<file path="src/rtl/i2c_config_sequencer.sv">
`default_nettype none
// ============================================================================
// Module   : i2c_config_sequencer
// Brief    : Walks a config ROM at power-up, sending each 16-bit word to an
//            I2C codec as three bytes (addr+W, high, low) with NACK retries.
// Revision : 1.0 - initial release
// ============================================================================
module i2c_config_sequencer #(
  parameter int         NUM_WORDS      = 10,
  parameter logic [6:0] DEV_ADDR       = 7'h1A,
  parameter int         POWERUP_CYCLES = 1000,
  parameter int         GAP_CYCLES     = 100,
  parameter int         MAX_RETRIES    = 3
) (
  input  logic        clk,
  input  logic        reset,
  input  logic        start,
  output logic [7:0]  rom_index,
  input  logic [15:0] rom_word,
  output logic        cmd_valid,
  input  logic        cmd_ready,
  output logic [7:0]  cmd_byte,
  output logic        cmd_start,
  output logic        cmd_stop,
  input  logic        rsp_valid,
  input  logic        rsp_nack,
  output logic        busy,
  output logic        done,
  output logic        error,
  output logic [3:0]  state_info
);

  localparam int c_MAX_WAIT = (POWERUP_CYCLES > GAP_CYCLES) ? POWERUP_CYCLES : GAP_CYCLES;
  localparam int c_CNT_W    = $clog2(c_MAX_WAIT + 1);
  localparam int c_RETRY_W  = (MAX_RETRIES > 0) ? $clog2(MAX_RETRIES + 1) : 1;

  localparam logic [c_CNT_W-1:0]   c_PU_LAST   = c_CNT_W'(POWERUP_CYCLES - 1);
  localparam logic [c_CNT_W-1:0]   c_GAP_LAST  = c_CNT_W'(GAP_CYCLES - 1);
  localparam logic [c_RETRY_W-1:0] c_MAX_RETRY = c_RETRY_W'(MAX_RETRIES);
  localparam logic [7:0]           c_LAST_IDX  = 8'(NUM_WORDS - 1);

  typedef enum logic [3:0] {
    S_IDLE     = 4'd0,
    S_POWERUP  = 4'd1,
    S_ISSUE    = 4'd2,
    S_WAIT_RSP = 4'd3,
    S_GAP      = 4'd4,
    S_DONE     = 4'd5,
    S_ERROR    = 4'd6
  } state_t;

  state_t               r_state;
  logic [c_CNT_W-1:0]   r_cnt;
  logic [c_RETRY_W-1:0] r_retry_cnt;
  logic [1:0]           r_byte_sel;
  logic [7:0]           r_rom_index;
  logic                 r_cmd_valid;
  logic [7:0]           r_cmd_byte;
  logic                 r_cmd_start;
  logic                 r_cmd_stop;
  logic                 r_busy;
  logic                 r_done;
  logic                 r_error;
  logic [1:0]           w_issue_sel;

  // Byte about to be issued: the next byte of the word after an ACK, else the address byte.
  assign w_issue_sel = (r_state == S_WAIT_RSP) ? r_byte_sel + 2'd1 : 2'd0;

  function automatic logic [7:0] sel_byte(input logic [1:0] sel, input logic [15:0] word);
    case (sel)
      2'd0:    return {DEV_ADDR, 1'b0};
      2'd1:    return word[15:8];
      default: return word[7:0];
    endcase
  endfunction

  always_ff @(posedge clk) begin
    if (reset) begin
      r_state     <= S_IDLE;
      r_cnt       <= '0;
      r_retry_cnt <= '0;
      r_byte_sel  <= '0;
      r_rom_index <= '0;
      r_cmd_valid <= 1'b0;
      r_cmd_byte  <= '0;
      r_cmd_start <= 1'b0;
      r_cmd_stop  <= 1'b0;
      r_busy      <= 1'b0;
      r_done      <= 1'b0;
      r_error     <= 1'b0;
    end else begin
      case (r_state)
        S_IDLE, S_DONE, S_ERROR: begin
          if (start) begin
            r_state     <= S_POWERUP;
            r_cnt       <= '0;
            r_retry_cnt <= '0;
            r_byte_sel  <= '0;
            r_rom_index <= '0;
            r_busy      <= 1'b1;
            r_done      <= 1'b0;
            r_error     <= 1'b0;
          end
        end
        S_POWERUP, S_GAP: begin
          if (r_cnt == ((r_state == S_POWERUP) ? c_PU_LAST : c_GAP_LAST)) begin
            r_cnt       <= '0;
            r_byte_sel  <= 2'd0;
            r_state     <= S_ISSUE;
            r_cmd_valid <= 1'b1;
            r_cmd_byte  <= sel_byte(w_issue_sel, rom_word);
            r_cmd_start <= 1'b1;
            r_cmd_stop  <= 1'b0;
          end else begin
            r_cnt <= r_cnt + 1'b1;
          end
        end
        S_ISSUE: begin
          if (cmd_ready) begin
            r_cmd_valid <= 1'b0;
            r_state     <= S_WAIT_RSP;
          end
        end
        S_WAIT_RSP: begin
          if (rsp_valid) begin
            if (rsp_nack) begin
              // The master has already closed the transfer; resend the whole word.
              if (r_retry_cnt < c_MAX_RETRY) begin
                r_retry_cnt <= r_retry_cnt + 1'b1;
                r_byte_sel  <= 2'd0;
                r_cnt       <= '0;
                r_state     <= S_GAP;
              end else begin
                r_state <= S_ERROR;
                r_busy  <= 1'b0;
                r_error <= 1'b1;
              end
            end else if (r_byte_sel != 2'd2) begin
              r_byte_sel  <= w_issue_sel;
              r_state     <= S_ISSUE;
              r_cmd_valid <= 1'b1;
              r_cmd_byte  <= sel_byte(w_issue_sel, rom_word);
              r_cmd_start <= 1'b0;
              r_cmd_stop  <= (w_issue_sel == 2'd2);
            end else begin
              r_retry_cnt <= '0;
              if (r_rom_index == c_LAST_IDX) begin
                r_state <= S_DONE;
                r_busy  <= 1'b0;
                r_done  <= 1'b1;
              end else begin
                r_rom_index <= r_rom_index + 8'd1;
                r_cnt       <= '0;
                r_state     <= S_GAP;
              end
            end
          end
        end
        default: r_state <= S_IDLE;
      endcase
    end
  end

  assign rom_index  = r_rom_index;
  assign cmd_valid  = r_cmd_valid;
  assign cmd_byte   = r_cmd_byte;
  assign cmd_start  = r_cmd_start;
  assign cmd_stop   = r_cmd_stop;
  assign busy       = r_busy;
  assign done       = r_done;
  assign error      = r_error;
  assign state_info = r_state;

endmodule
`default_nettype wire
</file>
<file path="config.mk">
export PLATFORM = sky130hd
export DESIGN_NAME = i2c_config_sequencer
export DESIGN_NICKNAME = d
export VERILOG_FILES = /design/src/rtl/i2c_config_sequencer.sv
export SDC_FILE = /design/constraint.sdc
export NUM_CORES = 1
export LEC_CHECK = 0
export CAP_MARGIN = 20
export CELL_PAD_IN_SITES_DETAIL_PLACEMENT = 1
export CELL_PAD_IN_SITES_GLOBAL_PLACEMENT = 2
export CORE_ASPECT_RATIO = 1.1
export CORE_MARGIN = 4
export CORE_UTILIZATION = 31
export DETAILED_ROUTE_END_ITERATION = 12
export PLACE_DENSITY_LB_ADDON = 0.25
export SKIP_LAST_GASP = 1
export SLEW_MARGIN = 20
export SYNTH_ARGS = -nofsm -noshare
export SYNTH_HDL_FRONTEND = slang
export SYNTH_SLANG_ARGS = --single-unit
</file>
<file path="constraint.sdc">
create_clock -name clk -period 3.05 [get_ports clk]
set_input_delay 0.7625 -clock clk [delete_from_list [all_inputs] [get_ports clk]]
set_output_delay 0.7625 -clock clk [all_outputs]
set_load 0.1 [all_outputs]
</file>
==> flow_summary_export.csv, run 1 <==
group,metric,value,unit
clock_tree,cts-buffers-inserted,5,
sta,fin_ws,0.5592,ns
power,p_clk_share,28.1,%
drt,vias_per_cell,5.407,
final_layout,post-route-cell-area,2701,µm²
global_routing,antenna_found_initial,0,
logic_synthesis,avgSynthCellArea,7.775,µm²
power,vdd_drop_max,0.2377,mV
clock_tree,max-clock-path-buffers,2,
drt,drc,0,
clock_tree,clk_pin_slew,0.08,ns
die,num_rows,31,
logic_synthesis,async_flop_share,0,%
place,gp_congestion,0.8081,
setup_path,crit_family,"simple AND/OR/NAND/NOR gates",
power,sw_frac_of_total,37.46,%
logic_synthesis,synth_seq_area_share,35.86,%
setup_path,reg2reg_depth,6,
final_layout,nets,349,
run,cap_viol_max_count,0,
setup_path,crit_arrival,2.72,ns
clock_tree,holdBufCountCts,0,
final_layout,multiInputGateArea,1246,µm²
logic_synthesis,synth_seq_cells,39,
place,post_dp_cell_area,2618,µm²
sta,rsz0062_at_grt,"no",
power,internal_power,786.3,µW
logic_synthesis,ys_warn_count,0,
clock_tree,htree_levels,2,
clock_tree,cts_sinks,39,
die,io_pins,48,
global_routing,grt_max_degree,25,
sta,finalSetupViolations,0,
final_layout,final_common_cell,"dfxtp_1",
final_layout,n_fill_cell,839,
sta,holdWs,0.4744,ns
sta,fmax,0.4015,GHz
drt,via_count,2190,
sta,max_slew.worst_pin.slew,1.012,ns
drt,postRouteAntennaNets,0,
global_routing,grt_pass1_vias,2142,
logic_synthesis,synth_area,2177,µm²
power,p_sw,471.0,µW
sta,hold_violations,0,
final_layout,area_growth_syn_to_layout,24.08,%
power,sequentialPowerShare,44.2,%
final_layout,antenna-diode-count,0,
place,dp_hpwl,4803,µm
global_routing,grt_pass1_wl,10830,µm
sta,slew_violations,0,
final_layout,register_area,780.7,µm²
clock_tree,cts-root-buf,"clkbuf_8",
logic_synthesis,synthFlopType,"dfxtp_1",
die,coreArea,6710,µm²
drt,drt_iter0_markers,81,
final_layout,drive_above_1_share,14.24,%
logic_synthesis,postSynthCellCount,280,
die,dieArea,8429,µm²
logic_synthesis,syn_nets,307,
setup_path,start_kind,"input port",
setup_path,cp.required,3.28,ns
setup_path,crit_cells,6,
setup_path,worstSetupEndpointType,"register",
sta,fin_skew,0.005730,ns
setup_path,crit_fanout,8,
power,power_density,465.5,nW/µm²
drt,routed_wl,6372,µm
place,io_buffers,46,
clock_tree,cts_tree,"yes",
sta,tns,0,ns
logic_synthesis,synth-edff-count,0,
logic_synthesis,synthDistinctLibCells,56,
clock_tree,cts_setup_buffers,0,
clock_tree,insertion_delay,0.30,ns
setup_path,critical_path.cell_chain,"clkdlybuf4s50_1 > or3b_2 > a21oi_1 > nor2_1 > or4_1 > a21oi_1",
sta,slew_headroom,32.52,%
power,pwr-share-comb,27.7,%
setup_path,slowest_stage,"or3b_2",
sta,period_share,81.67,%
global_routing,grt_overflow,0,
place,dp_slack,0.2682,ns
setup_path,slowest_delay,0.55,ns
die,dieHeight,95.89,µm
die,initial_core_util,32.44,%
die,die_width,87.90,µm
clock_tree,ctsResizeCount,0,
hold_path,min_path_cells,1,
final_layout,most-common-layout-cells,"dfxtp_1 (39), o21ai_0 (35), buf_4 (28)",
hold_path,hold_path.class,"reg -> reg",
power,p_leak,0.001044,µW
setup_path,cp.buffers_inverters,1,
run_status,status,"finished, final reports clean",
setup_path,cp_common_cell,"a21oi_1",
drt,first_pass_iters,4,
sta,fin_crit,2.491,ns
drt,wire_per_inst,15.73,µm
global_routing,grt_use_total,16.32,%
setup_path,criticalPathCategory,"in -> reg",
-- flip-flops by register name, indices dropped and copies added, names as in the netlist --
register	flops
cmd_valid	1
error	1
cmd_start	1
state_info	3
r_retry_cnt	2
cmd_byte	8
rom_index	8
r_byte_sel	2
done	1
r_cnt	10
cmd_stop	1
busy	1
-- final timing paths --
check / start / end / slack, ns
hold / removal: cmd_start$_SDFFE_PP0P_ / cmd_start$_SDFFE_PP0P_ / 0.47
setup / recovery: rsp_nack / cmd_stop$_SDFFE_PP0P_ / 0.56
hold reg to reg: cmd_start$_SDFFE_PP0P_ / cmd_start$_SDFFE_PP0P_ / 0.47
setup reg to reg: r_cnt[0]$_SDFFE_PP0P_ / cmd_byte[2]$_SDFFE_PP0P_ / 0.74
-- area by class of cell --
cell class / instances / area share [%]
Tap cell: 82 / 3.798
Clock inverter: 3 / 0.5558
Clock buffer: 5 / 2.547
Timing Repair Buffer: 49 / 15.56
Sequential cell: 39 / 28.90
Multi-Input combinational cell: 209 / 46.13
Inverter: 18 / 2.501
-- routing by layer --
layer	vias up	track usage, %	share of wire (%)
li1	1093	-	-
met1	1069	21.79	47
met2	23	26.95	49
met3	5	2.825	3.0
met4	0	4.604	0.94
met5	-	0	0
-- Yosys cell counts (all sizes together) (2+ instances only) --
master / count / area share, %
a31oi: 5 / 1.4
nand2: 18 / 3.1
ha: 5 / 2.9
and3: 5 / 1.4
a21oi: 27 / 6.2
o21ai: 35 / 8.0
dfxtp: 39 / 36
o21a: 5 / 1.7
nand2b: 4 / 1.1
and2: 4 / 1.1
buf: 6 / 2.2
and2b: 2 / 0.80
o31ai: 5 / 2.4
inv: 18 / 3.1
nor3: 5 / 1.1
or4: 2 / 0.86
o211ai: 2 / 0.69
a211oi: 2 / 0.92
nand3b: 3 / 1.0
clkbuf: 7 / 1.2
or3: 7 / 2.0
o22ai: 7 / 2.3
a41oi: 2 / 0.80
or2: 2 / 0.57
nand3: 8 / 1.8
xor2: 2 / 0.80
mux2i: 2 / 0.92
nor2: 27 / 4.8
o31a: 2 / 0.80
nor4: 3 / 0.86
-- cells by family (layout without fill, tap and decap cells) --
kind of cell,after synthesis,after routing,synth area share [%]
AOI/OAI and AO/OA,103,103,29.60
and+or+nand+nor,96,96,22.87
DFF,39,39,35.86
buffers and inverters,32,75,6.896
adders and majority gates,5,5,2.874
xor gates and xnor gates,2,2,0.8047
muxes,2,2,0.9196
other,1,1,0.1722
-- stage by stage --
stage | utilization, % | total power, µW | instances
floorplan | - | 822.3 | 280
global placement | 39.01 | 915.0 | 397
detailed placement | 39.01 | 918.8 | 397
CTS | 40.26 | 1276 | 405
global route | 40.26 | 1329 | 405
finish | 40.26 | 1257 | 405
-- power groups by stage --
stage / Clock, µW / Sequential (µW) / Combinational, µW
final: 353 / 556 / 348
after global routing: 397 / 561 / 371
after CTS: 369 / 556 / 351
after detailed placement: 0 / 568 / 351
after global placement: 0 / 567 / 348
after floorplan: 0 / 691 / 131
Power figures use the tool's default switching activity.
==> inputs of run 2 (changes only) <==
--- a/config.mk
+++ b/config.mk
@@ -10,7 +10,7 @@
 export CELL_PAD_IN_SITES_GLOBAL_PLACEMENT = 2
 export CORE_ASPECT_RATIO = 1.1
 export CORE_MARGIN = 4
-export CORE_UTILIZATION = 31
+export CORE_UTILIZATION = 29
 export DETAILED_ROUTE_END_ITERATION = 12
 export PLACE_DENSITY_LB_ADDON = 0.25
 export SKIP_LAST_GASP = 1
==> constraint.sdc (replaced) <==
create_clock -name clk -period 2.56 [get_ports clk]
set_input_delay 0.64 -clock clk [delete_from_list [all_inputs] [get_ports clk]]
set_output_delay 0.64 -clock clk [all_outputs]
set_load 0.1 [all_outputs]
==> run 2 against run 1 <==
  * Critical path type is now reg -> reg
  * Final cell count is 3.0% higher
  * Highest routed layer unchanged
  * Global-route usage decreased by 1.4 points
  * Setup slack got worse by 0.29 ns
  * Utilization down 1.4 points
  * Critical path depth is 1 higher
  * Sequential cell count unchanged
  * First-iteration DRC count shrank 27%
  * Largest power group unchanged
  * Total power is 21% higher
  * Combinational power grew 30%
  * Sequential power is 18% higher
==> flow_summary_export.csv, run 2 (synthesized netlist as in run 1, its figures left out) <==
group,metric,value,unit
power,power_density,544.1,nW/µm²
die,num_rows,32,
hold_path,hold_path.class,"reg -> reg",
sta,fin_crit,2.291,ns
global_routing,grt_pass1_wl,11120,µm
drt,first_pass_iters,4,
final_layout,register_area,780.7,µm²
final_layout,nets,358,
power,p_leak,0.001085,µW
drt,drt_iter0_markers,59,
global_routing,grt_pass1_vias,2307,
sta,hold_violations,0,
clock_tree,cts_setup_buffers,0,
setup_path,crit_arrival,2.47,ns
setup_path,cp.required,2.74,ns
final_layout,top_register,"r_cnt",
setup_path,reg2reg_slack,0.27,ns
setup_path,crit_fanout,6,
setup_path,rr_endpoint,"r_cnt[9]$_SDFFE_PP0P_",
sta,max_slew.worst_pin.slew,0.6521,ns
final_layout,largest_reg_flops,10,
setup_path,reg2reg_depth,7,
die,dieArea,8959,µm²
drt,vias_per_cell,5.257,
sta,tns,0,ns
die,die_width,90.61,µm
final_layout,final_common_cell,"dfxtp_1",
setup_path,start_kind,"register",
sta,rsz0062_at_grt,"no",
hold_path,min_to,"cmd_valid$_SDFFE_PP0P_",
run,cap_viol_max_count,0,
clock_tree,cts-root-buf,"clkbuf_8",
drt,postRouteAntennaNets,0,
die,initial_core_util,30.38,%
final_layout,multiInputGateArea,1250,µm²
setup_path,regToRegStartpoint,"r_cnt[0]$_SDFFE_PP0P_",
place,io_buffers,46,
clock_tree,ctsResizeCount,0,
final_layout,n_fill_cell,904,
global_routing,grt_use_total,14.91,%
place,gp_congestion,0.7594,
sta,fin_skew,0.005579,ns
global_routing,grt_overflow,0,
clock_tree,max-clock-path-buffers,2,
die,io_pins,48,
hold_path,min_path_cells,1,
sta,slew_headroom,56.53,%
setup_path,worstSetupEndpointType,"register",
final_layout,most-common-layout-cells,"dfxtp_1 (39), buf_4 (36), o21ai_0 (35)",
setup_path,criticalPathCategory,"reg -> reg",
sta,slew_violations,0,
drt,via_count,2192,
sta,period_share,89.48,%
final_layout,area_growth_syn_to_layout,27.99,%
sta,finalSetupViolations,0,
die,coreArea,7167,µm²
power,vdd_drop_max,0.3181,mV
run_status,status,"finished, final reports clean",
clock_tree,cts_sinks,39,
global_routing,antenna_found_initial,0,
final_layout,antenna-diode-count,0,
drt,drc,0,
drt,wire_per_inst,15.47,µm
clock_tree,holdBufCountCts,0,
place,dp_hpwl,4955,µm
hold_path,hp-start,"cmd_valid$_SDFFE_PP0P_",
clock_tree,htree_levels,2,
sta,holdWs,0.4732,ns
sta,fmax,0.4366,GHz
clock_tree,cts_tree,"yes",
die,dieHeight,98.87,µm
clock_tree,insertion_delay,0.29,ns
global_routing,grt_max_degree,30,
clock_tree,cts-buffers-inserted,5,
clock_tree,clk_pin_slew,0.07,ns
final_layout,drive_above_1_share,16.27,%
drt,routed_wl,6451,µm
[run 2: final cells by class]
cell class	instances	area share, %
timing repair buffer	58	17.96
clock inverter	1	0.1796
multi-input combinational	209	44.86
clock buffer	7	2.739
sequential	39	28.02
tap	85	3.817
inverter	18	2.425
[run 2: worst max path at each step]
| stage | from | to | slack [ns] | depth (start not counted) |
|---|---|---|---|---|
| floorplan | rom_index[0]$_SDFFE_PP0P_ | r_cnt[7]$_SDFFE_PP0P_ | 0.11 | 6 |
| global placement | rsp_valid | cmd_stop$_SDFFE_PP0P_ | 0.1 | 6 |
| detailed placement | rsp_valid | cmd_stop$_SDFFE_PP0P_ | 0.08 | 6 |
| CTS | r_cnt[0]$_SDFFE_PP0P_ | cmd_byte[2]$_SDFFE_PP0P_ | 0.14 | 6 |
| global route | r_cnt[0]$_SDFFE_PP0P_ | r_cnt[9]$_SDFFE_PP0P_ | 0.07 | 7 |
| finish | r_cnt[0]$_SDFFE_PP0P_ | r_cnt[9]$_SDFFE_PP0P_ | 0.27 | 7 |
[run 2: layer usage]
metal,vias up,GRT usage (%),share of wire (%)
met1,1057,18.73,48
li1,1113,-,-
met4,0,2.473,0.50
met5,-,0,0
met3,2,3.969,2.8
met2,20,25.96,49
[run 2: through the flow]
stage,power [µW],worst slack (ns),std cells,util [%],area (µm²)
floorplan,979.7,0.1060,280,-,2177
global placement,1117,0.09787,409,37.69,2701
detailed placement,1125,0.08308,409,37.69,2701
CTS,1546,0.1382,417,38.83,2783
global route,1598,0.07233,417,38.88,2786
finish,1516,0.2693,417,38.88,2786
[run 2: worst max-delay path, cell delays in order (launching register included)]
cell and delay [ns]:
dfxtp_1 0.40, ha_1 0.26, nand4b_1 0.25, o31ai_1 0.48, a211oi_2 0.19, buf_4 0.20, and3_1 0.16, a221o_1 0.25
[run 2: power breakdown]
part | internal [µW] | total (µW) | switching (µW)
Clock | 192 | 410 | 218
Sequential | 634 | 654 | 20.0
Combinational | 137 | 452 | 315
Total | 963 | 1520 | 553
==> variant, RTL diff (flow settings as in run 2) <==
Change the parameter `GAP_CYCLES` from 100 to 50.
--- a/src/rtl/i2c_config_sequencer.sv
+++ b/src/rtl/i2c_config_sequencer.sv
@@ -10,5 +10,5 @@
   parameter logic [6:0] DEV_ADDR       = 7'h1A,
   parameter int         POWERUP_CYCLES = 1000,
-  parameter int         GAP_CYCLES     = 100,
+  parameter int         GAP_CYCLES     = 50,
   parameter int         MAX_RETRIES    = 3
 ) (
Check against the original RTL: no difference found for any inputs over 10 cycles, from zero or initial values and one cycle with reset high; that may be too few to reach the edited logic, so the function may still have changed.
==> variant against run 2 <==
Routed wire length grew 10%; synthesized area grew 6.2%; worst setup slack better by 0.0034 ns; sequential cell count is the same; cell area increased by 10%; core utilization up 1.5 points.
Power is not compared: it rests on default switching activity, and its combinational part moved more than twofold at a synthesized area within 25%.
==> variant: results (changes against run 2) <==
* Pre-CTS WS at -0.0433 ns (-0.126 ns)
* WHS at 0.462 ns (-0.0115 ns)
* Post-synth top cells: 39 x dfxtp_1, 35 x a21oi_1, 17 x o21ai_0, 13 x nand2_1
* Synth cell types at 57 (+1.8%)
* Mean Syn Cell Area at 8.44 um^2 (+8.5%)
* Compound-Gate Fraction of Synth Area at 27.3% (-2.3 points)
* CP arrival at 2.51 ns (+0.04 ns)
* Crit path to: r_cnt[8]$_SDFFE_PP0P_
* Async set or reset register ratio after synthesis at 0% (unchanged)
* Hold wc startpoint: cmd_start$_SDFFE_PP0P_
* Worst-Margin Slew at 0.638 ns (-0.0136 ns)
* Layout cells sized above 1 at 23.9% (+7.6 points)
* Syn_nets at 301 (-2.0%)
* Met3 Usage GRT at 2.60% (-1.4 points)
* Later-pin clock latency in the skew report at 0.30 ns
* DR iter-0 viols at 85 (+44%)
* Seq/Total Area, Yosys at 33.8% (-2.1 points)
* Grt met1 use at 20.6% (+1.8 points)
* Total GRT Usage at 15.4% (+0.47 points)
* Worst r2r src: r_cnt[1]$_SDFFE_PP0P_
* Adder-cell share of the synthesized area at 2.71% (-0.17 points)
* Nets at 362 (+1.1%)
* Min Tclk post-route at 2.29 ns (-0.00344 ns)
* Multi-input gate area at 1390 um^2 (+11%)
* Post-Synth XOR/XNOR Area at 0.379% (-0.43 points)
* Detailed placement HPWL at 5.43 mm (+9.5%)
* Final non-filler cell total at 440 (+5.5%)
* Worst Hold End: cmd_start$_SDFFE_PP0P_
* M2 GR Usage at 25.8% (-0.19 points)
* Routed WL at 7.12 mm (+10%)
* Fill cells at 934 (+3.3%)
* Synth area leaders: dfxtp_1 34%, a21oi_1 7.6%, o21ai_0 3.7%, o41ai_2 3.5%, ha_1 2.7%
* Dpl cells at 433 (+5.9%)
* Flop-to-flop setup slack at 0.37 ns (+0.10 ns)
* Slowest stage cell, crit path: clkdlybuf4s50_1
* Status: completed
* First-pass GRT wire length at 11.7 mm (+4.8%)
* Critical Path Fanout Max at 11 (+5)
* R2R cell count at 5 (-2)
* Antenna diode count at 0 (unchanged)
* Mux cell area share after synthesis at 1.73% (+0.81 points)
* Switching power at 336 uW
* Largest net degree at the start of global routing at 19 (-37%)
* Placed cell area at 2960 um^2 (+9.7%)
* Launch point of the worst path: rsp_nack
variant: cell types whose count changed after synthesis, moves of 6 or more:
cell,change
inv_1,-6
nor2_1,-14
a21oi_1,+8
o22ai_1,-6
nand4_1,+9
o21ai_0,-18
variant: kinds of logic after synthesis:
logic type | after synthesis
AOI/OAI and AO/OA | 91
other | 1
and+or+nand+nor | 102
DFF | 39
muxes | 4
xor gates and xnor gates | 1
buffers and inverters | 31
adders and majority gates | 5
variant: tightest hold or removal path, cell delays in order (launching register included):
cell and delay, ns:
dfxtp_1 0.32, inv_1 0.05, a211oi_1 0.05
variant: cell type report:
cell class              instances  share of cell area, %
flip-flops and latches         39                   25.6
multi-input cells             204                   45.2
repair buffers                 73                   20.0
clock inverters                 2                   1.22
inverters                      12                   1.47
clock buffers                   5                   2.24
well taps                     105                   4.28
variant: metal layers:
metal	vias up	share of wire [%]
li1	1158	-
met1	1146	47
met2	36	49
met3	5	3.0
met4	0	1.0
met5	-	0
